### src/rtl/breath_led_seq.sv
// rtl/breath_led_seq.sv - program-table pattern sequencer driving the breath_led core
module breath_led_seq #(
  parameter int unsigned CLK_PER_MS    = 50000,
  parameter logic [9:0]  RST_FREQ_STEP = 10'd1
) (
  input  logic        sys_clk,
  input  logic        sys_rst,
  input  logic        start,
  input  logic        stop,
  input  logic        loop_en,
  input  logic        prog_we,
  input  logic [1:0]  prog_addr,
  input  logic [27:0] prog_data,
  output logic        prog_err,
  output logic        set_en,
  output logic [9:0]  set_freq_step,
  output logic        sw_ctrl,
  output logic        busy,
  output logic [1:0]  cur_idx,
  output logic        done
);

  localparam int unsigned PW = (CLK_PER_MS > 1) ? $clog2(CLK_PER_MS) : 1;
  localparam logic [PW-1:0] PRESC_LAST = PW'(CLK_PER_MS - 1);

  typedef enum logic [2:0] {
    S_IDLE,
    S_LOAD,
    S_APPLY,
    S_DWELL,
    S_NEXT
  } state_t;

  state_t         state_q, state_d;
  logic [27:0]    tbl_q [4];
  logic [1:0]     idx_q, idx_d;
  logic           set_en_q, set_en_d;
  logic [9:0]     step_q, step_d;
  logic           sw_q, sw_d;
  logic           done_q, done_d;
  logic           err_q, err_d;
  logic [15:0]    dwell_q, dwell_d;
  logic [PW-1:0]  presc_q, presc_d;
  logic [27:0]    entry;
  logic           any_valid;
  logic           busy_w;

  assign entry     = tbl_q[idx_q];
  assign any_valid = tbl_q[0][27] | tbl_q[1][27] | tbl_q[2][27] | tbl_q[3][27];
  assign busy_w    = (state_q != S_IDLE);

  // Program table: writable only while idle, cleared by reset.
  always_ff @(posedge sys_clk) begin
    if (sys_rst) begin
      for (int i = 0; i < 4; i++) tbl_q[i] <= '0;
    end else if (prog_we && !busy_w) begin
      tbl_q[prog_addr] <= prog_data;
    end
  end

  // State and registered outputs.
  always_ff @(posedge sys_clk) begin
    if (sys_rst) begin
      state_q  <= S_IDLE;
      idx_q    <= 2'd0;
      set_en_q <= 1'b0;
      step_q   <= RST_FREQ_STEP;
      sw_q     <= 1'b0;
      done_q   <= 1'b0;
      err_q    <= 1'b0;
      dwell_q  <= 16'd0;
      presc_q  <= '0;
    end else begin
      state_q  <= state_d;
      idx_q    <= idx_d;
      set_en_q <= set_en_d;
      step_q   <= step_d;
      sw_q     <= sw_d;
      done_q   <= done_d;
      err_q    <= err_d;
      dwell_q  <= dwell_d;
      presc_q  <= presc_d;
    end
  end

  // Next-state logic; stop overrides every other event, including start.
  always_comb begin
    state_d  = state_q;
    idx_d    = idx_q;
    set_en_d = 1'b0;
    step_d   = step_q;
    sw_d     = sw_q;
    done_d   = 1'b0;
    err_d    = prog_we && busy_w;
    dwell_d  = dwell_q;
    presc_d  = presc_q;
    if (stop) begin
      state_d = S_IDLE;
      sw_d    = 1'b0;
    end else begin
      case (state_q)
        S_IDLE: begin
          if (start && any_valid) begin
            idx_d   = 2'd0;
            state_d = S_LOAD;
          end
        end
        S_LOAD: begin
          state_d = entry[27] ? S_APPLY : S_NEXT;
        end
        S_APPLY: begin
          set_en_d = 1'b1;
          step_d   = entry[25:16];
          sw_d     = entry[26];
          dwell_d  = (entry[15:0] == 16'd0) ? 16'd1 : entry[15:0];
          presc_d  = '0;
          state_d  = S_DWELL;
        end
        S_DWELL: begin
          if (presc_q == PRESC_LAST) begin
            presc_d = '0;
            dwell_d = dwell_q - 16'd1;
            if (dwell_q == 16'd1) state_d = S_NEXT;
          end else begin
            presc_d = presc_q + PW'(1);
          end
        end
        S_NEXT: begin
          if (idx_q != 2'd3) begin
            idx_d   = idx_q + 2'd1;
            state_d = S_LOAD;
          end else if (loop_en) begin
            idx_d   = 2'd0;
            state_d = S_LOAD;
          end else begin
            done_d  = 1'b1;
            state_d = S_IDLE;
          end
        end
        default: state_d = S_IDLE;
      endcase
    end
  end

  assign prog_err      = err_q;
  assign set_en        = set_en_q;
  assign set_freq_step = step_q;
  assign sw_ctrl       = sw_q;
  assign busy          = busy_w;
  assign cur_idx       = idx_q;
  assign done          = done_q;

endmodule

### config.mk
export PLATFORM = sky130hd
export DESIGN_NAME = breath_led_seq
export DESIGN_NICKNAME = d
export VERILOG_FILES = /design/src/rtl/breath_led_seq.sv
export SDC_FILE = /design/constraint.sdc
export NUM_CORES = 1
export LEC_CHECK = 0
export CAP_MARGIN = 30
export CORE_AREA = 10 10 135 137
export CTS_CLUSTER_DIAMETER = 40
export DETAILED_ROUTE_END_ITERATION = 16
export DIE_AREA = 0 0 145 147
export PLACE_DENSITY = 0.71
export SLEW_MARGIN = 40
export SYNTH_ARGS = -nofsm -noshare
export SYNTH_HDL_FRONTEND = slang
export SYNTH_SLANG_ARGS = --single-unit
### constraint.sdc
create_clock -name sys_clk -period 2.4 [get_ports sys_clk]
set_input_delay 0.36 -clock sys_clk [delete_from_list [all_inputs] [get_ports sys_clk]]
set_output_delay 0.36 -clock sys_clk [all_outputs]
set_load 0.01 [all_outputs]
* After elaboration in Yosys (flattened, before gate mapping)
Memories as Yosys holds them, arrays and structs flattened. A register that Yosys moved wholly into a read port is not among the register bits.
Cells that the tools add are included.
** Operators by class
- $add $sub $neg :: 3
- Equal/unequal tests :: 11
- Reduce and logical (&&, ||, !) cells :: 17
- Multiplexer cells :: 28
- Bitwise gates (word level) :: 5
** Operator list (number)
- $pmux 16 s2 :: 2
- $mux 16 :: 3
- $mux 28 :: 1
- $reduce_or 28->1 :: 1
- $add 16x1->16 const B :: 1
- $eq 16x1->1 const B :: 1
- $eq 16x16->1 const B :: 1
- $logic_not 16->1 :: 1
- $sub 16x1->16 const B :: 1
- $pmux 3 s5 :: 1
- $mux 2 :: 6
- $mux 3 :: 4
- $mux 1 :: 10
- $ne 2x2->1 const B :: 4
- $eq 3x2->1 const B :: 2
- $reduce_and 3->1 :: 2
- $pmux 2 s2 :: 1
- $reduce_and 2->1 :: 2
- $reduce_and 4->1 :: 1
- $reduce_bool 2->1 :: 2
- $reduce_or 4->1 :: 1
- $eq 3x1->1 const B :: 1
- $eq 3x3->1 const B :: 1
- $logic_and 1x1->1 :: 3
- other kinds (8) :: 11
** Storage, ports and cells
- Input bits :: 36
- Bits in registers :: 51
- Memories kept :: 1
- Logic and storage cells :: 74
- Bits in writable memories :: 112
** Memories
- tbl_q :: words 4, bits a word 28, rd ports 5, clocked after memory_dff 1, wr ports 4, RTL line 35 : logic [27:0] tbl_q [4];

* Depth between registers and ports, before layout
Gate-level depths: netlist (run 1).
An unclocked memory read counts as a cell.
- Depth after elaboration :: 9
- Mapped depth :: 9

* Least setup slack after synthesis (run 1)
Ideal clock, no wire load.
- Path type :: reg-to-reg
- Start point :: register state_q[1]
- End point :: memory tbl_q[2][0], enable pin
- Setup time :: 0.370 ns
- Arrival :: 2.004 ns
- Cell stages (with the launch flop) :: 9
- Setup slack :: 0.025 ns
- Period minus slack after synthesis :: 2.375 ns
- Buffers on the path :: 1
- Cell sequence :: dfxtp_1 nor2_1 inv_1 nor2_1 inv_1 or2_1 nor3b_1 clkbuf_1 or2_2
** RTL lines
- start: declaration :: RTL line 34 : state_t state_q, state_d;
- start signal: assignment :: RTL line 74 : state_q <= state_d;
- end: declaration :: RTL line 35

* Worst setup path in the final report (run 1)
- Start point :: register presc_q[11]
- End point :: register dwell_q[0]
** On the way
- Word-level cells in the longest chain between the ends :: 3
** Ends and longest elaborated chain
- start: declaration :: RTL line 43 : logic [PW-1:0] presc_q, presc_d;
- start signal: assignment :: RTL line 82 : presc_q <= presc_d;
- $eq 16x16->1 :: RTL line 120 : if (presc_q == PRESC_LAST) begin
- $ne 2x2->1 (no source line)
- $reduce_and 3->1 (no source line)
- end signal: assignment :: RTL line 81 : dwell_q <= dwell_d;
- end: declaration :: RTL line 42 : logic [15:0] dwell_q, dwell_d;
Every way passes these cells.
A chain may end at the register's enable or synchronous reset.

==> results of run 1 <==
metrics by stage:
| step | setup slack (ns) | hold slack, ns | total power, uW | cell area (um^2) |
|---|---|---|---|---|
| 2_1_floorplan | 0.02527 | 0.4367 | 3502 | 7586 |
| 3_3_place_gp | 0.1515 | 0.4477 | 3725 | 8521 |
| 3_5_place_dp | 0.09658 | 0.4521 | 3743 | 8521 |
| 4_1_cts | 0.04318 | 0.4573 | 6414 | 9101 |
| 5_1_grt | 0.007093 | 0.4790 | 6578 | 9115 |
| 6_report | 0.09856 | 0.4548 | 6373 | 9115 |
layout by cell type, fill, tap and decap left out, drive strengths merged, types with 3 or more instances in the layout:
cell type / instances
ha: 4
a31oi: 5
dfxtp: 53
clkinv: 4
and2: 114
o21a: 3
nor4: 10
a211oi: 6
or3: 3
clkdlybuf4s50: 52
nor3: 14
nand2: 43
edfxtp: 112
clkbuf: 19
mux2i: 3
or3b: 3
xor2: 4
or2: 5
nand4: 7
nand2b: 3
buf: 29
nand3: 7
xnor2: 13
nor2: 51
inv: 14
o21ai: 8
mux4: 28
or4: 3
a21oi: 24
nor3b: 5
critical path, cell delays in order, from the launching register on:
cell and delay (ns):
dfxtp_1 0.35, or4b_4 0.58, o41a_4 0.56, nor2_4 0.26, nor2_1 0.09, a2111oi_2 0.35
cells by family after synthesis:
kind of cell | synth area share [%]
compound gates | 6.350
xor+xnor | 1.963
fa+ha+maj | 0.6598
buf+inv | 2.721
flops | 58.32
mux | 9.500
simple gates | 20.48
final cells by class:
class                           instances  share of cell area [%]
Sequential cell                       165                   48.54
Multi-Input combinational cell        397                   32.77
Timing Repair Buffer                   81                   9.060
Clock buffer                           19                   4.749
Tap cell                              216                   2.965
Clock inverter                         12                   1.592
Inverter                                8                  0.3294
sequential cells by signal, indices dropped and copies added, names as in the netlist, named ones only:
register,count
cur_idx,2
dwell_q,16
done,1
prog_err,1
presc_q,16
sw_ctrl,1
state_q,3
tbl_q,112
set_en,1
set_freq_step,10
per-layer routing:
| metal | track usage (%) | up-vias |
|---|---|---|
| met5 | 0 | - |
| met4 | 5.107 | 0 |
| met3 | 4.238 | 31 |
| met2 | 27.00 | 158 |
| met1 | 19.84 | 2455 |
| li1 | - | 2347 |
worst paths after layout:
kind | to | slack [ns] | start
worst max-delay path | dwell_q[0] | 0.1 | presc_q[11]
worst max register to register | dwell_q[0] | 0.1 | presc_q[11]
worst min register to register | set_freq_step[1] | 0.45 | set_freq_step[1]
worst min-delay path | set_freq_step[1] | 0.45 | set_freq_step[1]
power groups by stage:
stage | combinational (uW) | sequential (uW) | clock (uW)
floorplan | 254 | 3250 | 0
global placement | 466 | 3260 | 0
detailed placement | 477 | 3270 | 0
CTS | 480 | 3210 | 2730
global route | 524 | 3210 | 2840
finish | 483 | 3210 | 2680
repair_timing:
item / 4_1_cts / 5_1_grt
resized for setup: 1 / 3
pin swaps: 0 / 0
endpoints found under the setup margin: 1 / 2
==> flow_summary.ini, run 1 <==
[outcome]
run_status = finished, final reports clean

[clock_network]
clock_sinks = 165
cts_tree = done
post_cts_buffers = 0
cts-root-buf = clkbuf_16
cts_hold_buffers = 0
clockBufferDepth = 2
clkTransAtPathRegs_ns = 0.06
clk_latency_ns = 0.43
ctsHtreeMaxLevel = 4
cts_buffers = 17

[power]
power_density_nw_per_um2 = 699.2
combPwrFrac_pct = 7.6
sequentialPowerShare_pct = 50.3
p_sw_uw = 1437
p_sw_share_pct = 22.55
p_leak_uw = 0.003263
p_clk_share_pct = 42.1
ir_worst_vdd_mv = 0.7484
p_int_uw = 4936

[synthesis]
synthFlopType = edfxtp_1
synth.area.top_cells = edfxtp_1, dfxtp_1, and2_1, mux4_1, mux4_2
yosys_warnings = 0
ys_seq_area_share_pct = 58.32
async_reset_ff_share_pct = 0
ys_ff_latch = 165
synth_edf_count = 112
ys_top_cells_by_count = and2_1, edfxtp_1, dfxtp_1
synthesis.nets = 644
synth_most_common_cell = and2_1
synth_top_area_cell = edfxtp_1
synth_top_area_share_pct = 44.33
syn_inst = 604
yosysUniqueCellTypes = 66
avgSynthCellArea_um2 = 12.56
synthesis.area_um2 = 7586

[routing]
route.met3.wl_um = 776
ant_nets = 0
route.vias.total = 4991
wire_per_inst_um = 18.97
met1Wirelength_um = 7442
avgViaCountPerCell = 5.558
drt_pre_antenna_iters = 5
route.met2.wl_um = 8529
drt_iter0_drc = 354
drt_wl_total_um = 17030
highest-signal-layer = met4
route.detailed.drc = 0

[global_route]
grt_pass1_wl_um = 27350
grt_start_max_net_pins = 41
grt.overflow.total = 0
grt_usage_pct = 16.09
grt_pass1_vias = 5155
antenna_found_initial = 0

[sta]
finalSetupTns_ns = 0
rsz0062_at_grt = no
tightest_slew_ns = 0.5071
slew-limit-headroom_pct = 66.19
max_freq_mhz = 434.5
finalCritPeriodShare_pct = 95.89
fin_skew_ns = 0.007343
hold_viol_final = 0
finalCriticalPeriod_ns = 2.301
slew_viol_final = 0
setup_violations = 0

[place]
port_buffers = 52
place_inst = 867
hpwl_um = 11500
gp_routability_congestion = 0.8250

[layout]
diodes = 0
register_area_um2 = 4424
multi_input_area_um2 = 2987
area.growth.synth_to_final_pct = 20.16
stdcell_count = 898
drive_above_1_share_pct = 13.78
fin_util_pct = 58.44
layout.nets = 710
fillers = 1231

[worst_setup_path]
crit_arrival_ns = 2.62
worstSetupPathType = flip-flop to flip-flop
crit_path_end_kind = flip-flop
critPathMaxFanout = 11
cp-start-kind = flip-flop
required_ns = 2.71
ff2ff_path_depth = 5

[floorplanning]
die_width_um = 145
die_area_um2 = 21320
pin_count = 53
placementRows = 46
start_util_pct = 48.64
fp.dieH_um = 147
coreArea_um2 = 15600

[worst_hold_path]
min_path_type = flip-flop to flip-flop
min_path_cells = 2

[flow_run]
max-cap-violations = 0
(Power assumes the default switching activity.)
==> inputs of run 2 (changes only) <==
- CORE_AREA: 10 10 135 137 -> 10 10 141 143
- DIE_AREA: 0 0 145 147 -> 0 0 151 153
- PLACE_DENSITY: 0.71 -> 0.66
==> run 2 against run 1 <==
- maximum frequency rose by 0.20%
- die area grew 8.4%
- clock power is 3% lower
- flip-flop and latch count unchanged
- critical path type is now flip-flop to primary output
- sequential power barely moved
- total power shrank 1.3%
- global-route usage is 0.84 points lower
- register-to-register slack improved by 0.04 ns
- clock skew grew 0.0074 ns
- via count decreased by 0.64%
==> flow_summary.ini, run 2 (synthesis results as in run 1) <==
[place]
port_buffers = 52
hpwl_um = 11340
place_inst = 879
dp_slack_ns = 0.08866
gp_routability_congestion = 0.8203

[clock_network]
cts_tree = done
post_cts_buffers = 0
clockBufferDepth = 2
cts_buffers = 17
ctsHtreeMaxLevel = 4
cts-root-buf = clkbuf_16
clkTransAtPathRegs_ns = 0.06
clk_latency_ns = 0.43
cts_hold_buffers = 0
clock_sinks = 165

[layout]
regMostFlops = tbl_q
largest_reg_flops = 112
stdcell_count = 911
area.growth.synth_to_final_pct = 20.53
layout.nets = 713
layout_commonest_cell = and2_1
reg_top3 = tbl_q (112), dwell_q (16), presc_q (16)
diodes = 0
fillers = 1428
drive_above_1_share_pct = 14.14
fin_util_pct = 53.61
layout_common_cells = and2_1, edfxtp_1, dfxtp_1

[worst_setup_path]
cp_slowest_cell = clkdlybuf4s50_1
crit_arrival_ns = 1.94
required_ns = 2.04
crit_chain = nor2_4 -> inv_1 -> nor2_2 -> inv_1 -> buf_4 -> clkdlybuf4s50_1
path_buf_inv = 4
crit_top_cell = inv_1
cpPeakStageDelay_ns = 0.48
worstSetupPathType = flip-flop to primary output
crit_path_end_kind = primary output
r2r_setup_slack_ns = 0.14
critPathMaxFanout = 7
cp-start-kind = flip-flop
cpLargestDelayFamily = buffers and inverters

[global_route]
grt_start_max_net_pins = 41
grt_pass1_vias = 5008
grt_usage_pct = 15.24
grt_pass1_wl_um = 27660
antenna_found_initial = 0
grt.overflow.total = 0

[sta]
slew_viol_final = 0
setup_slack_ns = 0.1033
setup_violations = 0
slew-limit-headroom_pct = 66.58
max_freq_mhz = 435.4
finalCritPeriodShare_pct = 95.70
fin_skew_ns = 0.01476
hold_viol_final = 0
finalCriticalPeriod_ns = 2.297
tightest_slew_ns = 0.4974

[routing]
drt_pre_antenna_iters = 4
wire_per_inst_um = 18.54
drt_iter0_drc = 330
avgViaCountPerCell = 5.443
route.detailed.drc = 0
route.vias.total = 4959
ant_nets = 0
drt_wl_total_um = 16890

[power]
p_total_uw = 6289
power_density_nw_per_um2 = 687.8
p_leak_uw = 0.003265
ir_worst_vdd_mv = 0.4928

[floorplanning]
pin_count = 53
coreArea_um2 = 17060
die_width_um = 151
fp.dieH_um = 153
start_util_pct = 44.48
die_area_um2 = 23100
placementRows = 48

[flow_run]
max-cap-violations = 0

[worst_hold_path]
min_path_type = flip-flop to flip-flop

[outcome]
run_status = finished, final reports clean
==> run 2: repair_timing <==
action                     CTS  global route
cloned                       0             0
resized for setup            1             4
setup endpoints to repair    1             2
==> run 2: cell type report <==
type	instances	area, um^2	share of cell area (%)
clock buffer	19	432.9	4.735
inverter	8	30.03	0.3284
timing repair buffer	84	860.8	9.414
sequential	165	4424	48.39
tap	225	281.5	3.079
clock inverter	13	121.4	1.327
multi-input combinational	397	2993	32.73
==> run 2: worst min-delay path: stages (launching register included) <==
cell and delay, ns:
dfxtp_1 0.31, nand2_1 0.05, a21oi_1 0.05
==> run 2: metal layers <==
layer  part of all wire [%]  track usage [%]  vias to the layer above
li1                       -                -                     2354
met4                    1.4            4.906                        0
met2                     49            24.53                      112
met1                     45            19.36                     2475
met3                    4.9            4.222                       18
met5                      0                0                        -
==> run 2: power breakdown <==
group	switching [uW]	internal, uW
combinational	261	223
clock	1160	1440
sequential	42.3	3160
total	1460	4830
==> run 2: path summary, 6_finish.rpt <==
check / end / start / cells after the start
max reg2reg: dwell_q[0] / flip-flop / 6
min: set_freq_step[6] / set_freq_step[6] / 2
max: busy / state_q[0] / 6
min reg2reg: set_freq_step[6] / set_freq_step[6] / 2
==> run 2: per-stage QoR <==
step | setup TNS (ns) | area (um^2) | hold WS (ns)
after floorplan | 0 | 7586 | 0.4367
after global placement | 0 | 8567 | 0.4489
after detailed placement | 0 | 8567 | 0.4519
after CTS | 0 | 9124 | 0.4606
after global routing | -0.002360 | 9144 | 0.4862
final | 0 | 9144 | 0.4628
